File: config.mk
export PLATFORM = sky130hd
export DESIGN_NAME = spi_frame_sequencer
export DESIGN_NICKNAME = d
export VERILOG_FILES = /design/src/rtl/spi_frame_sequencer.sv
export SDC_FILE = /design/constraint.sdc
export NUM_CORES = 1
export LEC_CHECK = 0
export CORE_MARGIN = 4
export CORE_UTILIZATION = 50
export CTS_CLUSTER_SIZE = 14
export DETAILED_ROUTE_END_ITERATION = 7
export PLACE_DENSITY = 0.69
export SLEW_MARGIN = 0
export SYNTH_ARGS = -nofsm -noshare
export SYNTH_HDL_FRONTEND = slang
export SYNTH_SLANG_ARGS = --single-unit
File: constraint.sdc
create_clock -name ctrlClk_i -period 3.8 [get_ports ctrlClk_i]
set_input_delay 0.57 -clock ctrlClk_i [delete_from_list [all_inputs] [get_ports ctrlClk_i]]
set_output_delay 0.57 -clock ctrlClk_i [all_outputs]
set_load 0.02 [all_outputs]
File: src/rtl/spi_frame_sequencer.sv
// Feeds whole frames from a LAST-tagged TX FIFO to the SPI master under CS hold,
// and collects the bytes returned by the master in an RX FIFO.
module spi_frame_sequencer #(
  parameter int TX_DEPTH   = 8,
  parameter int RX_DEPTH   = 8,
  parameter int GAP_CYCLES = 4
) (
  input  logic       ctrlClk_i,
  input  logic       rst_i,
  input  logic       txWrEn_i,
  input  logic [7:0] txWrData_i,
  input  logic       txLast_i,
  output logic       txFull_o,
  input  logic       rxRdEn_i,
  output logic [7:0] rxRdData_o,
  output logic       rxEmpty_o,
  output logic       rxOvf_o,
  output logic       busy_o,
  output logic       mStart_o,
  output logic [7:0] mMosiData_o,
  output logic       mCsHold_o,
  input  logic       mDone_i,
  input  logic [7:0] mMisoData_i
);

  localparam int TX_AW = $clog2(TX_DEPTH);
  localparam int RX_AW = $clog2(RX_DEPTH);
  localparam int GW    = $clog2(GAP_CYCLES) + 1;

  localparam logic [TX_AW:0] TX_ONE   = {{TX_AW{1'b0}}, 1'b1};
  localparam logic [RX_AW:0] RX_ONE   = {{RX_AW{1'b0}}, 1'b1};
  localparam logic [GW-1:0]  GAP_ONE  = {{(GW-1){1'b0}}, 1'b1};
  localparam logic [GW-1:0]  GAP_LAST = GW'(GAP_CYCLES - 1);

  localparam logic [2:0] S_IDLE  = 3'd0;
  localparam logic [2:0] S_LOAD  = 3'd1;
  localparam logic [2:0] S_START = 3'd2;
  localparam logic [2:0] S_WAIT  = 3'd3;
  localparam logic [2:0] S_GAP   = 3'd4;

  logic [8:0]     txMem_q [TX_DEPTH];
  logic [TX_AW:0] txWrPtr_q, txWrPtr_d;
  logic [TX_AW:0] txRdPtr_q, txRdPtr_d;
  logic           txFull_q, txFull_d;
  logic           txEmpty;
  logic           txPush, txPop;
  logic [8:0]     txHead;

  logic [7:0]     rxMem_q [RX_DEPTH];
  logic [RX_AW:0] rxWrPtr_q, rxWrPtr_d;
  logic [RX_AW:0] rxRdPtr_q, rxRdPtr_d;
  logic           rxFull_q, rxFull_d;
  logic           rxEmpty_q, rxEmpty_d;
  logic           rxOvf_q, rxOvf_d;
  logic           rxWriteReq, rxPush, rxPop;

  logic [TX_AW:0] frameCnt_q, frameCnt_d;

  logic [2:0]     state_q, state_d;
  logic [GW-1:0]  gapCnt_q, gapCnt_d;
  logic           lastR_q, lastR_d;
  logic [7:0]     mosi_q, mosi_d;
  logic           cs_q, cs_d;
  logic           start_q, start_d;
  logic           busy_q, busy_d;

  assign txEmpty    = (txWrPtr_q == txRdPtr_q);
  assign txHead     = txMem_q[txRdPtr_q[TX_AW-1:0]];
  assign txPush     = txWrEn_i && !txFull_q;
  assign txPop      = (state_q == S_LOAD) && !txEmpty;

  // A full RX FIFO still accepts the master's byte when the user pops in the same cycle.
  assign rxWriteReq = (state_q == S_WAIT) && mDone_i;
  assign rxPop      = rxRdEn_i && !rxEmpty_q;
  assign rxPush     = rxWriteReq && (!rxFull_q || rxPop);

  always_comb begin
    txWrPtr_d = txWrPtr_q;
    txRdPtr_d = txRdPtr_q;
    if (txPush) txWrPtr_d = txWrPtr_q + TX_ONE;
    if (txPop)  txRdPtr_d = txRdPtr_q + TX_ONE;
    txFull_d = (txWrPtr_d[TX_AW] != txRdPtr_d[TX_AW]) &&
               (txWrPtr_d[TX_AW-1:0] == txRdPtr_d[TX_AW-1:0]);
  end

  always_comb begin
    rxWrPtr_d = rxWrPtr_q;
    rxRdPtr_d = rxRdPtr_q;
    if (rxPush) rxWrPtr_d = rxWrPtr_q + RX_ONE;
    if (rxPop)  rxRdPtr_d = rxRdPtr_q + RX_ONE;
    rxFull_d  = (rxWrPtr_d[RX_AW] != rxRdPtr_d[RX_AW]) &&
                (rxWrPtr_d[RX_AW-1:0] == rxRdPtr_d[RX_AW-1:0]);
    rxEmpty_d = (rxWrPtr_d == rxRdPtr_d);
    rxOvf_d   = rxOvf_q || (rxWriteReq && rxFull_q && !rxPop);
  end

  // Number of complete frames queued; a frame is only launched once its LAST byte is in.
  always_comb begin
    frameCnt_d = frameCnt_q;
    case ({txPush && txLast_i, txPop && txHead[8]})
      2'b10:   frameCnt_d = frameCnt_q + TX_ONE;
      2'b01:   frameCnt_d = frameCnt_q - TX_ONE;
      default: frameCnt_d = frameCnt_q;
    endcase
  end

  always_comb begin
    state_d  = state_q;
    gapCnt_d = gapCnt_q;
    lastR_d  = lastR_q;
    mosi_d   = mosi_q;
    cs_d     = cs_q;
    start_d  = 1'b0;
    case (state_q)
      S_IDLE: begin
        if (frameCnt_q != '0) state_d = S_LOAD;
      end
      S_LOAD: begin
        mosi_d  = txHead[7:0];
        lastR_d = txHead[8];
        cs_d    = 1'b1;
        start_d = 1'b1;
        state_d = S_START;
      end
      S_START: begin
        state_d = S_WAIT;
      end
      S_WAIT: begin
        if (mDone_i) begin
          if (lastR_q) begin
            cs_d     = 1'b0;
            gapCnt_d = '0;
            state_d  = S_GAP;
          end else begin
            state_d = S_LOAD;
          end
        end
      end
      S_GAP: begin
        gapCnt_d = gapCnt_q + GAP_ONE;
        if (gapCnt_q == GAP_LAST) state_d = S_IDLE;
      end
      default: state_d = S_IDLE;
    endcase
    busy_d = (state_d != S_IDLE);
  end

  always_ff @(posedge ctrlClk_i) begin
    if (txPush) txMem_q[txWrPtr_q[TX_AW-1:0]] <= {txLast_i, txWrData_i};
    if (rxPush) rxMem_q[rxWrPtr_q[RX_AW-1:0]] <= mMisoData_i;
  end

  always_ff @(posedge ctrlClk_i) begin
    if (rst_i) begin
      txWrPtr_q  <= '0;
      txRdPtr_q  <= '0;
      txFull_q   <= 1'b0;
      rxWrPtr_q  <= '0;
      rxRdPtr_q  <= '0;
      rxFull_q   <= 1'b0;
      rxEmpty_q  <= 1'b1;
      rxOvf_q    <= 1'b0;
      frameCnt_q <= '0;
      state_q    <= S_IDLE;
      gapCnt_q   <= '0;
      lastR_q    <= 1'b0;
      mosi_q     <= 8'h00;
      cs_q       <= 1'b0;
      start_q    <= 1'b0;
      busy_q     <= 1'b0;
    end else begin
      txWrPtr_q  <= txWrPtr_d;
      txRdPtr_q  <= txRdPtr_d;
      txFull_q   <= txFull_d;
      rxWrPtr_q  <= rxWrPtr_d;
      rxRdPtr_q  <= rxRdPtr_d;
      rxFull_q   <= rxFull_d;
      rxEmpty_q  <= rxEmpty_d;
      rxOvf_q    <= rxOvf_d;
      frameCnt_q <= frameCnt_d;
      state_q    <= state_d;
      gapCnt_q   <= gapCnt_d;
      lastR_q    <= lastR_d;
      mosi_q     <= mosi_d;
      cs_q       <= cs_d;
      start_q    <= start_d;
      busy_q     <= busy_d;
    end
  end

  assign txFull_o    = txFull_q;
  assign rxRdData_o  = rxMem_q[rxRdPtr_q[RX_AW-1:0]];
  assign rxEmpty_o   = rxEmpty_q;
  assign rxOvf_o     = rxOvf_q;
  assign busy_o      = busy_q;
  assign mStart_o    = start_q;
  assign mMosiData_o = mosi_q;
  assign mCsHold_o   = cs_q;

endmodule

==> metrics.csv <==
metric,value,unit
yosys_warnings,0,
final_area,8430,um2
dieArea,16300,um2
r2r_cells,10,
drt_wl_total,12800,um
cts_setup_buffers,0,
clkTransAtPathRegs,0.06,ns
max_slew_margin,32.6,%
cts_buffer_depth,2,
fmax,320,MHz
rsz0062_at_grt,false,
crit_required,3.23,ns
met3WireLength,538,um
overflow,0,
seq_area_frac_synth,68.8,%
finalSetupViolCount,0,
regToRegSetupSlack,0.82,ns
worstPathMaxFanout,16,
worstMarginPinSlew,1.01,ns
yosys-top-cells-area,"edfxtp_1, dfxtp_1, mux4_2, nor2_1, mux2i_1",
cts_tree,yes,
antenna_found_initial,0,
run_status,"complete, no violations",
r2r-end,frameCnt_q[2]$_SDFFE_PP0P_,
dp_slack,0.782,ns
cap_violations,0,
place_inst,643,
layout.cells.non_filler,675,
numCtsBuffers,17,
grt_pass1_vias,3886,
grt_pass1_wl,20500,um
whs_path_depth,2,
nNetsFinal,513,
start_util,51.4,%
ctsResizeCount,0,
wl_met2,6710,um
viasPerCell,5.51,
finalPower,0.00416,W
startpoint_type,flip-flop,
syn_avg_cell_area,17.0,um2
yosysTopAreaCell,edfxtp_1,
tns,0,ns
clock_sinks,178,
yosysUniqueCellTypes,47,
die_h,128,um
finalWorstSetupSlack,0.677,ns
port_buffers,43,
min_to,gapCnt_q[1]$_SDFFE_PP0P_,
seq_area,4920,um2
p_leak,2.78,nW
p_int,0.00322,W
criticalPathCategory,flip-flop to primary output,
min_period_over_period,82.2,%
synth_nets,452,
ir_drop,0.319,mV
seqPwrFrac,52.6,%
antenna_cells,0,
synthCells,421,
htreeDepth,4,
num_rows,43,
post-synth-top-area-fraction,57.1,%
vias,3717,
syn-cell-area,7160,um2
ys.flop_type,edfxtp_1,
comb_power_share,8.0,%
area_delta_synth_final,17.7,%
hp-class,flip-flop to flip-flop,
async_flop_share,0,%
drc,0,
synth-edff-count,136,
clk-insertion-delay-late,0.43,ns
synth_seq_cells,178,
p_per_area,493,nW/um2
skew,0.00798,ns
postPlaceCellArea,7870,um2
clock_power_share,39.4,%
post-route-min-period,3.12,ns
netlist_top_cells_count,"edfxtp_1, nor2_1, dfxtp_1",
grt_max_degree,28,
r2r-start,txRdPtr_q[1]$_SDFF_PP0_,
end_kind,primary output,
drt-met1-wl,5360,um
first_iter_violations,210,
highest_layer,met4,
io_pins,44,
drtAntennaViolNets,0,
switchingPower,0.000938,W
cp.arrival,2.55,ns
fp.dieW,128,um
hold_path.startpoint,gapCnt_q[1]$_SDFFE_PP0P_,
cts-root-buf,clkbuf_16,
wl_per_cell,18.9,um
maxSlewViolCount,0,
drive_above_1_share,19.0,%
hold_buffers,0,
multiInputGateArea,2130,um2
drtPass1Iterations,5,
hold_viol,0,
p_sw_share,22.6,%
n_fill_cell,1013,
coreArea,13900,um2
hpwl,8480,um
synth.most_common_cell,edfxtp_1,
place.gp.congestion,0.782,
grtUsageTotal,16.7,%
==> per-layer routing <==
| layer | global-route usage [%] | vias to the layer above |
|---|---|---|
| met5 | 0 | - |
| met4 | 6.68 | 0 |
| met3 | 4.06 | 15 |
| met2 | 28.3 | 68 |
| met1 | 20.9 | 1879 |
| li1 | - | 1755 |
==> registers in the layout, indices dropped and copies added (netlist names) <==
signal and count:
lastR_q 1, mMosiData_o 8, state_q 3, mStart_o 1, busy_o 1, txRdPtr_q 4
txFull_o 1, txMem_q 72, rxMem_q 64, txWrPtr_q 4, rxFull_q 1, rxWrPtr_q 4
mCsHold_o 1, rxOvf_o 1, gapCnt_q 3, rxRdPtr_q 4, rxEmpty_o 1, frameCnt_q 4
==> placed cells by master (no fill, tap or decap), types with 4 or more instances in the layout <==
cell type / instances
edfxtp_1: 136
nor2_1: 47
clkdlybuf4s50_1: 43
dfxtp_1: 42
mux4_2: 34
buf_4: 18
clkbuf_16: 17
xor2_1: 15
mux2i_1: 14
nand2_1: 9
a211oi_1: 9
ha_1: 9
mux2_2: 8
a21oi_1: 8
nand2b_1: 7
xnor2_1: 7
inv_1: 5
nor3_1: 5
clkinv_4: 5
o21ai_0: 4
nand3_1: 4
==> how the worst max path moves through the flow <==
stage                                 start                         end  slack (ns)  cells after the start
finish              rxRdPtr_q[0]$_SDFF_PP0_               rxRdData_o[7]        0.68                      4
global placement    txRdPtr_q[1]$_SDFF_PP0_  frameCnt_q[2]$_SDFFE_PP0P_        0.93                     10
global route        rxRdPtr_q[1]$_SDFF_PP0_               rxRdData_o[2]        0.55                      3
CTS                 rxRdPtr_q[1]$_SDFF_PP0_               rxRdData_o[7]        0.62                      3
detailed placement  txRdPtr_q[1]$_SDFF_PP0_  frameCnt_q[2]$_SDFFE_PP0P_        0.78                     10
floorplan           txRdPtr_q[0]$_SDFF_PP0_  frameCnt_q[2]$_SDFFE_PP0P_        1.07                     11
==> cells by family after synthesis <==
| logic type | count (synthesis) | synth area share (%) |
|---|---|---|
| simple gates | 96 | 6.77 |
| mux | 56 | 13.9 |
| flops | 178 | 68.8 |
| compound gates | 32 | 3.48 |
| buf+inv | 24 | 1.45 |
| xor+xnor | 26 | 3.99 |
| fa+ha+maj | 9 | 1.57 |
==> layout make-up <==
| cell class | instances | share of cell area (%) |
|---|---|---|
| Sequential cell | 178 | 58.4 |
| Timing Repair Buffer | 61 | 6.71 |
| Clock inverter | 14 | 1.54 |
| Tap cell | 180 | 2.67 |
| Clock buffer | 18 | 5.09 |
| Inverter | 5 | 0.223 |
| Multi-Input combinational cell | 219 | 25.3 |
==> metrics by stage <==
step / hold slack, ns / utilization, %
2_1_floorplan: 0.452 / -
5_1_grt: 0.494 / 60.5
6_report: 0.470 / 60.5
3_5_place_dp: 0.467 / 56.5
3_3_place_gp: 0.458 / 56.5
4_1_cts: 0.476 / 60.5
==> power by group through the flow <==
stage | combinational (W) | sequential, W | clock (W)
after CTS | 0.000341 | 0.00218 | 0.00167
after global placement | 0.000334 | 0.00222 | 0
after detailed placement | 0.000339 | 0.00223 | 0
after floorplan | 0.000180 | 0.00224 | 0
after global routing | 0.000367 | 0.00219 | 0.00176
final | 0.000334 | 0.00218 | 0.00164
==> worst max-delay path: stages, from the launching register on <==
cell and delay (ns):
dfxtp_1 0.39, buf_4 0.35, mux4_2 0.56, mux2_2 0.28, clkdlybuf4s50_1 0.54
Power figures use the tool's default switching activity.
